<file path="src/rtl/ifmap_win_pkg.sv">
// Shared constants and helpers for the IFMap sliding-window buffer.
// Provides pointer/count width derivation and the advance pop clamp.
package ifmap_win_pkg;

    localparam int DEF_DATA_WIDTH = 18;
    localparam int DEF_DEPTH      = 16;
    localparam int DEF_PAR_WRITE  = 1;
    localparam int DEF_STRIDE_W   = 3;

    function automatic int ptr_w(input int depth);
        return (depth > 1) ? $clog2(depth) : 1;
    endfunction

    function automatic int cnt_w(input int depth);
        return ptr_w(depth) + 1;
    endfunction

    // Words removed by one advance: stride 0 acts as 1, never more than stored.
    function automatic int pop_clamp(input int stride, input int count);
        int s;
        s = (stride == 0) ? 1 : stride;
        return (s < count) ? s : count;
    endfunction

endpackage

</file>
<file path="src/rtl/win_mem.sv">
// Storage array for the window buffer: PAR_WRITE write lanes at
// consecutive wrapped addresses, one asynchronous read port.
// Ports: clk; we/base/wdata (lane 0 at base); raddr/rdata.
module win_mem
    import ifmap_win_pkg::*;
#(
    parameter int DATA_WIDTH = DEF_DATA_WIDTH,
    parameter int DEPTH      = DEF_DEPTH,
    parameter int PAR_WRITE  = DEF_PAR_WRITE,
    parameter int PTR_W      = ptr_w(DEF_DEPTH)
) (
    input  logic                            clk,
    input  logic                            we,
    input  logic [PTR_W-1:0]                base,
    input  logic [PAR_WRITE*DATA_WIDTH-1:0] wdata,
    input  logic [PTR_W-1:0]                raddr,
    output logic [DATA_WIDTH-1:0]           rdata
);

    logic [DATA_WIDTH-1:0] mem [DEPTH];

    // PTR_W-bit address arithmetic wraps modulo DEPTH (power of two).
    always_ff @(posedge clk) begin
        if (we) begin
            for (int l = 0; l < PAR_WRITE; l++) begin
                mem[base + PTR_W'(l)] <= wdata[l*DATA_WIDTH +: DATA_WIDTH];
            end
        end
    end

    assign rdata = mem[raddr];

endmodule

</file>
<file path="src/rtl/ifmap_window_buffer.sv">
// Circular IFMap buffer exposing a sliding read window of win_len words.
// Ports: clk, rstn (sync, active-low), clear; wen/din/full/empty/count;
// win_len/stride/advance/win_valid; rd_idx/dout; ovf_err (sticky).
// IFMAP_WIN_REG_OUT_EN: registers dout (1-cycle read latency).
module ifmap_window_buffer
    import ifmap_win_pkg::*;
#(
    parameter int   DATA_WIDTH = DEF_DATA_WIDTH,
    parameter int   DEPTH      = DEF_DEPTH,
    parameter int   PAR_WRITE  = DEF_PAR_WRITE,
    parameter int   STRIDE_W   = DEF_STRIDE_W,
    localparam int  PTR_W      = ptr_w(DEPTH),
    localparam int  CNT_W      = cnt_w(DEPTH)
) (
    input  logic                            clk,
    input  logic                            rstn,
    input  logic                            clear,
    input  logic                            wen,
    input  logic [PAR_WRITE*DATA_WIDTH-1:0] din,
    output logic                            full,
    output logic                            empty,
    output logic [CNT_W-1:0]                count,
    input  logic [CNT_W-1:0]                win_len,
    input  logic [STRIDE_W-1:0]             stride,
    input  logic                            advance,
    input  logic [PTR_W-1:0]                rd_idx,
    output logic [DATA_WIDTH-1:0]           dout,
    output logic                            win_valid,
    output logic                            ovf_err
);

    localparam logic [CNT_W-1:0] FULL_TH = CNT_W'(DEPTH - PAR_WRITE);
    localparam logic [CNT_W-1:0] PW_CNT  = CNT_W'(PAR_WRITE);

    logic [PTR_W-1:0]      rp;
    logic [PTR_W-1:0]      wp;
    logic [CNT_W-1:0]      pop;
    logic [CNT_W-1:0]      count_next;
    logic                  wr;
    logic                  adv;
    logic                  rd_hit;
    logic [DATA_WIDTH-1:0] rdata;
    logic [DATA_WIDTH-1:0] rd_word;

    assign full      = count > FULL_TH;
    assign empty     = count == '0;
    assign win_valid = (win_len != '0) && (count >= win_len);

    // Write acceptance uses the pre-advance count; freed space is
    // only usable from the next cycle.
    assign wr  = wen && !full;
    assign adv = advance && win_valid;
    assign pop = CNT_W'(pop_clamp(int'(stride), int'(count)));

    always_comb begin
        count_next = count;
        if (wr) begin
            count_next = count_next + PW_CNT;
        end
        if (adv) begin
            count_next = count_next - pop;
        end
    end

    // pop may equal DEPTH; truncation to PTR_W keeps rp modulo DEPTH.
    always_ff @(posedge clk) begin
        if (!rstn) begin
            rp      <= '0;
            wp      <= '0;
            count   <= '0;
            ovf_err <= 1'b0;
        end else if (clear) begin
            rp    <= '0;
            wp    <= '0;
            count <= '0;
        end else begin
            if (wr) begin
                wp <= wp + PTR_W'(PAR_WRITE);
            end
            if (adv) begin
                rp <= rp + pop[PTR_W-1:0];
            end
            if (wen && full) begin
                ovf_err <= 1'b1;
            end
            count <= count_next;
        end
    end

    win_mem #(
        .DATA_WIDTH (DATA_WIDTH),
        .DEPTH      (DEPTH),
        .PAR_WRITE  (PAR_WRITE),
        .PTR_W      (PTR_W)
    ) u_mem (
        .clk   (clk),
        .we    (wr && rstn && !clear),
        .base  (wp),
        .wdata (din),
        .raddr (rp + rd_idx),
        .rdata (rdata)
    );

    assign rd_hit  = (CNT_W'(rd_idx) < count) && (CNT_W'(rd_idx) < win_len);
    assign rd_word = rd_hit ? rdata : '0;

`ifdef IFMAP_WIN_REG_OUT_EN
    logic [DATA_WIDTH-1:0] dout_q;

    always_ff @(posedge clk) begin
        if (!rstn || clear) begin
            dout_q <= '0;
        end else begin
            dout_q <= rd_word;
        end
    end

    assign dout = dout_q;
`else
    assign dout = rd_word;
`endif

endmodule
</file>
<file path="config.mk">
export PLATFORM = sky130hd
export DESIGN_NAME = ifmap_window_buffer
export DESIGN_NICKNAME = d
export VERILOG_FILES = /design/src/rtl/ifmap_win_pkg.sv /design/src/rtl/win_mem.sv /design/src/rtl/ifmap_window_buffer.sv
export SDC_FILE = /design/constraint.sdc
export NUM_CORES = 1
export LEC_CHECK = 0
export BUFFER_PORTS_ARGS = -buffer_cell sky130_fd_sc_hd__buf_2
export CAP_MARGIN = 5
export CORE_UTILIZATION = 23
export DETAILED_ROUTE_END_ITERATION = 12
export PLACE_DENSITY_LB_ADDON = 0.2
export SLEW_MARGIN = 20
export SYNTH_ARGS = -nofsm -noshare
export SYNTH_HDL_FRONTEND = slang
export SYNTH_SLANG_ARGS = --single-unit
</file>
<file path="constraint.sdc">
create_clock -name clk -period 2.7 [get_ports clk]
set_input_delay 0.54 -clock clk [delete_from_list [all_inputs] [get_ports clk]]
set_output_delay 0.54 -clock clk [all_outputs]
set_load 0.1 [all_outputs]
</file>
# Yosys cells after proc, flatten, opt, wreduce, memory -nomap -nowiden
# Memories as Yosys holds them, arrays and structs flattened.
# Index checks and enable logic that the tools add are counted.
# Widths: inputs -> output; s select.
# totals
ff_bits,14
mem_bits_rw,288
output_inout_bits,27
word_cells,38
memories,1
# op_classes
n_addsub,5
magnitude_cmp,5
mux,7
bitwise,2
reduce_logical,14
# mem_list
name,depth,word_bits,read_ports,rd_clocked_by_memory_dff,wr,line_no,text
u_mem.mem,16,18,1,0,1,win_mem.sv:20,logic [DATA_WIDTH-1:0] mem [DEPTH];
# ops
operator,count
$mux 18,1
$mux 5,3
$lt 4x5->1,2
$add 4x4->4,2
$logic_and 1x1->1,7
$add 5x1->5 const B,1
$ge 5x5->1,1
$gt 5x4->1 const B,1
$logic_not 5->1,1
$lt 3x5->1,1
$reduce_bool 5->1,1
$sub 5x5->5,1
$add 4x1->4 const B,1
$logic_not 3->1,1
$mux 3,1
$logic_not 1->1,2
$mux 1,2
$not 1->1,2
$reduce_and 2->1,1
$reduce_or 2->1,1

# Depth between registers and ports, before layout
# Gate-level depths: netlist (run 1).
# depth
ltp_word,7
mapped_depth,14
depth_no_buf,13

# By module
# Synthesis (run 1) repeated with hierarchy kept, for this count alone.
# unflattened
hier_cells,652
hier_area_um2,12568.3
# by_module_without_submodules
module,n_inst,cells_per_inst,area_per_inst_um2
win_mem,1,464,10963.0
ifmap_window_buffer,1,188,1605.3

# Least setup slack after synthesis (run 1)
# OpenSTA, ideal clock, no wires.
# synth_timing
path_type,register -> output
startpoint,reg count[1]
endpoint,out dout[10]
t_arrival_ps,4580
required_ps,2160
slack_ps,-2420
stages_incl_launch_ff,8
path_buffers,1
cell_sequence,dfxtp_1 -> inv_1 -> ha_1 -> a211o_1 -> a21oi_2 -> o22ai_2 -> buf_2 -> a211oi_1
# synth_between
elab_chain_len,3
# synth_lines
item,line_no,text
from (decl),ifmap_window_buffer.sv:22,"output logic [CNT_W-1:0] count,"
from (signal assigned),ifmap_window_buffer.sv:86,count <= count_next;
$lt 4x5->1,ifmap_window_buffer.sv:104,assign rd_hit = (CNT_W'(rd_idx) < count) && (CNT_W'(rd_idx) < win_len);
$logic_and 1x1->1,ifmap_window_buffer.sv:104,
$mux 18,ifmap_window_buffer.sv:105,assign rd_word = rd_hit ? rdata : '0;
to (decl),ifmap_window_buffer.sv:27,"output logic [DATA_WIDTH-1:0] dout,"
# Every way passes these cells.

# Final worst setup path (run 1)
# layout_timing
startpoint,reg rp[0]
endpoint,out dout[6]
# layout_between
elab_chain_len,3
# layout_lines
item,line_no,text
from (decl),ifmap_window_buffer.sv:35,logic [PTR_W-1:0] rp;
from (signal assigned),ifmap_window_buffer.sv:81,rp <= rp + pop[PTR_W-1:0];
$add 4x4->4,ifmap_window_buffer.sv:100,".raddr (rp + rd_idx),"
$mem_v2 16x18,-,
$mux 18,ifmap_window_buffer.sv:105,
# Every way passes these cells.

==> summary.txt, run 1 <==
Status
  – Status: finished, violations left
  – Failing checks: negative setup slack

Worst setup path
  – CP Data Arrival Time: ~3.2 ns
  – CP required: about 2.2 ns
  – Worst setup path class: register to output pin
  – Crit Path Max Fanout: 5
  – CP Launch Type: register
  – CP Capture Type: output pin

Logic synthesis
  – Ys flop type: edfxtp_1
  – Synth Register Bits: around 300
  – Syn_area_per_cell: 19.4 sq um
  – Post-Syn Instances: 651
  – Post-synth EDFFs: about 290
  – Post-synth cell types: between 40 and 50
  – Post-Syn Area: 0.0126 sq mm
  – Register area share after synthesis: 70.6%
  – Async set-or-reset flop fraction in the synthesized netlist: 0%
  – Syn. warnings: 0
  – Syn_nets: 719

STA
  – Worst-margin pin slew: between 0.7 and 0.8 ns
  – Final hold violation count: 0
  – Final setup vio count: 19
  – Maximum clock frequency: between 0.2 and 0.3 GHz
  – Final number of max-transition violations: 0
  – Clk_skew: 0.0175 ns
  – Period utilization: 139%
  – Worst Slack Setup Final: -1.06 ns
  – Max-slew headroom: 51.7%
  – RSZ-0062 raised after global routing: yes
  – Tmin final: 3.76 ns
  – Hold Worst Slack: ~0.28 ns

Power
  – Cell Pwr Density: 641 mW/mm^2
  – VDD IR-drop max: around 0.34 mV
  – Pleak: between 5 and 6 nW
  – PnR Total Power: 11.3 mW

Hold path
  – Worst Hold Class: primary input to register

Placed design
  – GPL Wtd Cong: roughly 0.71
  – I/O Buffers: 61
  – HPWL after DPL: between 20,000 and 25,000 um

Clock network
  – CTS tree: yes
  – CTS buffer count: 36
  – Htree depth: 2
  – Root Buffer: clkbuf_16
  – Skew-Pair Late Insertion Delay: 0.52 ns
  – CTS max path bufs: 3
  – Num Clock Sinks: 302
  – Hold_buf cts: 0
  – Clock transition at path regs: 0.06 ns

Floorplan
  – Initial Util: 23.4%
  – Die Wd: between 200 and 250 um
  – Die footprint: 0.0559 sq mm
  – # rows: 85
  – Die height: between 200 and 250 um
  – Core area: roughly 0.054 sq mm
  – # IOs: 62

Finish
  – # diodes: 0
  – Layout cells sized above 1: 51.9%
  – Fillers: just over 5,000
  – Nets: about 930
  – Most frequent cells in the layout: 288 x edfxtp_1, 95 x buf_4, 72 x mux4_2
  – Commonest non-fill, non-tap cell in the layout: edfxtp_1
  – Layout area overhead: 38.8%

Global routing
  – Global-route wire length before repair: between 40,000 and 50,000 um
  – Total track usage: 11.9%
  – Initial antenna violation count: 1
  – Grt ovf: 0
  – Largest net degree at the start of global routing: 28
  – Vias in the first global route: ~7,200

Drt
  – Wire length per cell: 20.6 um
  – DRC errors left: 0
  – Routed vias: 6,787
  – ANT nets after route: 0
  – Drt via density: 4.28
  – Post-Route WL: 32,600 um
  – Drt first pass iters: 4
  – Initial DRC Count: 462

Job
  – MaxCap Viol Count: 0
[cell families after synthesis]
| kind of cell | count (synthesis) | share of synthesized area [%] |
|---|---|---|
| AOI/OAI and AO/OA | 77 | 4.71 |
| xor gates and xnor gates | 9 | 0.742 |
| adders and majority gates | 33 | 3.44 |
| buffers and inverters | 49 | 2.22 |
| DFF | 302 | 70.6 |
| muxes | 97 | 14.8 |
| other | 1 | 0.0297 |
| and+or+nand+nor | 83 | 3.41 |
[sequential cells by signal, indices dropped and copies added, names as in the netlist]
| signal | count |
|---|---|
| u_mem.mem | 288 |
| ovf_err | 1 |
| rp | 4 |
| wp | 4 |
| count | 5 |
[timing repair]
item,4_1_cts,5_1_grt
gates resized for setup,89,40
setup endpoints to repair,22,24
pin swaps,30,23
gates cloned,4,0
setup buffers,15,10
hold endpoints to repair,0,0
[where the power goes]
| group | internal, mW | total, mW | switching [mW] |
|---|---|---|---|
| logic | 0.576 | 1.27 | 0.690 |
| registers | 5.14 | 5.14 | 0.00628 |
| clock network | 2.98 | 4.84 | 1.86 |
| total | 8.70 | 11.3 | 2.55 |
[worst paths after layout]
| path | startpoint | slack [ns] | endpoint | cells past startpoint |
|---|---|---|---|---|
| setup / recovery | rp[0]$_SDFFE_PP0N_ | -1.06 | dout[6] | 11 |
| hold / removal | rstn | 0.28 | ovf_err$_SDFFE_PN0P_ | 2 |
| setup reg to reg | count[1]$_SDFF_PP0_ | 0.04 | count[4]$_SDFF_PP0_ | 13 |
| hold reg to reg | ovf_err$_SDFFE_PN0P_ | 0.46 | ovf_err$_SDFFE_PN0P_ | 1 |
[synthesized netlist by cell type (all sizes together) (2+ instances only)]
master,n,share of area (%)
nor3b,2,0.16
buf,22,1.4
o22ai,2,0.20
a21o,4,0.24
o21ai,4,0.16
xnor2,6,0.47
nand3b,2,0.12
fa,3,0.47
nand4,3,0.15
nor2b,22,1.1
a211o,4,0.28
o21a,8,0.47
nand2b,4,0.20
or4,2,0.12
clkbuf,8,0.24
nor2,29,0.86
inv,19,0.56
xor2,3,0.27
dfxtp,14,2.2
mux4,72,13
nor4b,2,0.14
a21oi,9,0.42
mux2,3,0.27
edfxtp,288,68
ha,30,3.0
nand2,12,0.36
a211oi,38,2.3
mux2i,22,1.7
[routing by layer]
metal  GRT usage [%]  vias up  wire length [um]
met3            2.12       31              1450
met2            19.9      141             16000
met5               0        -                10
li1                -     3068                 -
met4            2.66        2               410
met1            16.0     3545             14700
[final cells by class]
class / count / area [sq um] / share of cell area (%)
clock inverter: 18 / 224 / 1.28
sequential: 302 / 8950 / 51.0
clock buffer: 44 / 952 / 5.43
inverter: 19 / 81.3 / 0.463
multi-input combinational: 300 / 4270 / 24.3
timing repair buffer: 206 / 2200 / 12.6
tap: 696 / 871 / 4.96
[critical path: stages (launching register included)]
cell and delay (ns):
dfxtp_2 0.35, ha_4 0.13, inv_2 0.04, fa_4 0.88, buf_12 0.14, buf_8 0.11, buf_16 0.12, mux4_2 0.32
a211oi_2 0.25, buf_4 0.15, a211oi_4 0.04, buf_12 0.17
[through the flow]
stage / instance area [sq um] / std cells / utilization (%) / TNS, ns / setup WS, ns
floorplan: 13200 / 651 / - / -11.63 / -0.614
global placement: 15600 / 1502 / 28.8 / -18.65 / -1.09
detailed placement: 15600 / 1502 / 28.8 / -18.44 / -1.08
CTS: 17300 / 1580 / 32.1 / -19.07 / -1.11
global route: 17500 / 1585 / 32.5 / -20.43 / -1.19
finish: 17500 / 1585 / 32.5 / -18.17 / -1.06
No activity file was read; power rests on OpenSTA's default activity.
==> run 2, diff against run 1 <==
Settings changed: CTS_BUF_LIST from default to sky130_fd_sc_hd__clkbuf_8, SKIP_CTS_REPAIR_TIMING from default to 1.
==> run 2 against run 1 <==
Against the previous run:
- the run still ends with negative setup slack left
- fmax is 3.3% lower
- power is 9.3% lower
- clock power is 22% lower
- final cell count is 1.8% higher
- sequential share of layout area is 0.53 points higher
- non-clock buffer count is 2 higher
- critical path type unchanged
==> summary.txt, run 2 (synthesized netlist as in run 1, its figures left out) <==
Status
  – Status: finished, violations left
  – Failing checks: negative setup slack

Job
  – MaxCap Viol Count: 0 (unchanged)

Worst setup path
  – Reg2Reg Depth: 14 (+1)
  – CP required: 2.16 ns (about the same)
  – CP Data Arrival Time: 3.35 ns (+0.13 ns)
  – Crit Reg-Reg Endpoint: count[3]$_SDFF_PP0_
  – CP startpoint: rp[0]$_SDFFE_PP0N_
  – CP Capture Type: output pin
  – R2r startpoint: count[0]$_SDFF_PP0_
  – R2R Setup Slk: 0.02 ns (-0.02 ns)
  – Crit Path Max Fanout: 7 (+2)
  – Worst setup path class: register to output pin
  – Crit path to: dout[12]
  – CP Launch Type: register

Finish
  – Top Registers: u_mem.mem x288, count x5
  – Final Non-Filler Cells: 1,613 (+1.8%)
  – Nets: 951 (+1.9%)
  – Layout cells sized above 1: 52.5% (+0.60 points)
  – Layout area overhead: 37.4%
  – Post-route cell area: 0.0174 sq mm (-1.0%)
  – Largest register FFs: 288 (unchanged)
  – Commonest non-fill, non-tap cell in the layout: edfxtp_1
  – # diodes: 0 (unchanged)
  – Biggest register: u_mem.mem
  – Most frequent cells in the layout: 288 x edfxtp_1, 96 x buf_4, 72 x mux4_2

Drt
  – ANT nets after route: 0 (unchanged)
  – Post-Route WL: 33,100 um (+1.5%)
  – Initial DRC Count: 274 (-41%)
  – Routed vias: 6,913 (+1.9%)
  – DRC errors left: 0 (unchanged)
  – Drt first pass iters: 4 (unchanged)
  – Drt via density: 4.29 (about the same)
  – Wire length per cell: 20.5 um (-0.28%)

Power
  – Cell Pwr Density: 587 mW/mm^2 (-8.4%)
  – Flop pwr share: 50.4% (+4.7 points)
  – P_sw: 2.56 mW (+0.38%)
  – Int Pwr: 7.64 mW (-12%)
  – VDD IR-drop max: 0.302 mV (-10%)
  – Sw Share: 25.1% (+2.4 points)
  – Clock Power Share: 37.0% (-6.0 points)
  – Comb power frac: 12.6% (+1.3 points)
  – Pleak: 5.83 nW (-0.35%)

STA
  – RSZ-0062 raised after global routing: yes
  – Final setup TNS: -20.51 ns (-2.34 ns)
  – Period utilization: 144% (+4.8 points)
  – Tmin final: 3.89 ns (+0.128 ns)
  – Clk_skew: 0.0300 ns (+0.0125 ns)
  – Hold Worst Slack: 0.175 ns (-0.107 ns)
  – Final number of max-transition violations: 0 (unchanged)
  – Final setup vio count: 19 (unchanged)
  – Max-slew headroom: 26.5% (-25 points)
  – Worst-margin pin slew: 1.10 ns (+0.374 ns)
  – Final hold violation count: 0 (unchanged)
  – Worst Slack Setup Final: -1.19 ns (-0.128 ns)
  – Maximum clock frequency: 0.257 GHz (-3.3%)

Global routing
  – Vias in the first global route: 7,195 (-0.36%)
  – Global-route wire length before repair: 47,800 um (-2.0%)
  – Largest net degree at the start of global routing: 28 (unchanged)
  – Initial antenna violation count: 1 (unchanged)
  – Total track usage: 11.7% (-0.16 points)
  – Grt ovf: 0 (unchanged)

Floorplan
  – # rows: 85 (unchanged)
  – Initial Util: 23.4% (unchanged)
  – Core area: 0.0540 sq mm (unchanged)
  – Die footprint: 0.0559 sq mm (unchanged)
  – # IOs: 62 (unchanged)
  – Die Wd: 236 um (unchanged)
  – Die height: 236 um (unchanged)

Clock network
  – CTS tree: yes
  – Skew-Pair Late Insertion Delay: 0.65 ns (+0.13 ns)
  – Root Buffer: clkbuf_8
  – Num Clock Sinks: 302 (unchanged)
  – CTS max path bufs: 3 (unchanged)
  – CTS buffer count: 52 (+44%)
  – Htree depth: 2 (unchanged)
  – Clock transition at path regs: 0.06 ns (about the same)

Placed design
  – Dpl cell area: 0.0156 sq mm (unchanged)
  – GPL Wtd Cong: 0.713 (unchanged)
  – HPWL after DPL: 20,400 um (unchanged)
  – I/O Buffers: 61 (unchanged)
  – Pre-CTS setup slack: -1.08 ns (unchanged)
  – Placed Instances: 1,502 (unchanged)

Hold path
  – Worst Hold Class: primary input to register
## run 2: final cells by class
type,count,area (sq um)
Clock buffer,53,729
Clock inverter,35,180
Fill cell,5226,36700
Inverter,19,81.3
Multi-Input combinational cell,300,4320
Sequential cell,302,8950
Tap cell,696,871
Timing Repair Buffer,208,2240
## run 2: metrics by stage
| step | power (mW) | utilization, % |
|---|---|---|
| CTS | 10.2 | 30.5 |
| detailed placement | 6.36 | 28.8 |
| global placement | 6.36 | 28.8 |
| global route | 10.6 | 32.1 |
| floorplan | 5.94 | - |
| finish | 10.2 | 32.1 |
## run 2: per-layer routing
| layer | vias up | global-route usage (%) | wire length (um) |
|---|---|---|---|
| li1 | 3123 | - | - |
| met1 | 3591 | 15.6 | 14700 |
| met2 | 148 | 19.1 | 16300 |
| met3 | 49 | 2.66 | 1560 |
| met4 | 2 | 3.15 | 560 |
| met5 | - | 0 | 10 |
## run 2: worst min path at each step
stage | startpoint | to | slack (ns) | cells after the start
2_1_floorplan | wp[1]$_SDFFE_PP0N_ | wp[1]$_SDFFE_PP0N_ | 0.48 | 2
3_3_place_gp | ovf_err$_SDFFE_PN0P_ | ovf_err$_SDFFE_PN0P_ | 0.45 | 1
3_5_place_dp | ovf_err$_SDFFE_PN0P_ | ovf_err$_SDFFE_PN0P_ | 0.46 | 1
4_1_cts | rstn | ovf_err$_SDFFE_PN0P_ | 0.13 | 2
5_1_grt | rstn | ovf_err$_SDFFE_PN0P_ | 0.15 | 2
6_report | rstn | ovf_err$_SDFFE_PN0P_ | 0.17 | 2
## run 2: critical path, stage by stage (launching register included)
cell,delay (ns)
dfxtp_2,0.36
ha_4,0.14
inv_2,0.03
fa_4,0.92
buf_12,0.18
buf_12,0.12
mux4_2,0.19
nor2b_4,0.14
a211oi_2,0.04
buf_4,0.14
a211oi_4,0.24
buf_12,0.22
## run 2: power groups by stage
stage,Clock (mW),Sequential [mW],Combinational (mW)
floorplan,0,5.25,0.689
global placement,0,5.24,1.12
detailed placement,0,5.24,1.12
CTS,3.91,5.14,1.12
global route,4.10,5.14,1.37
finish,3.77,5.14,1.29
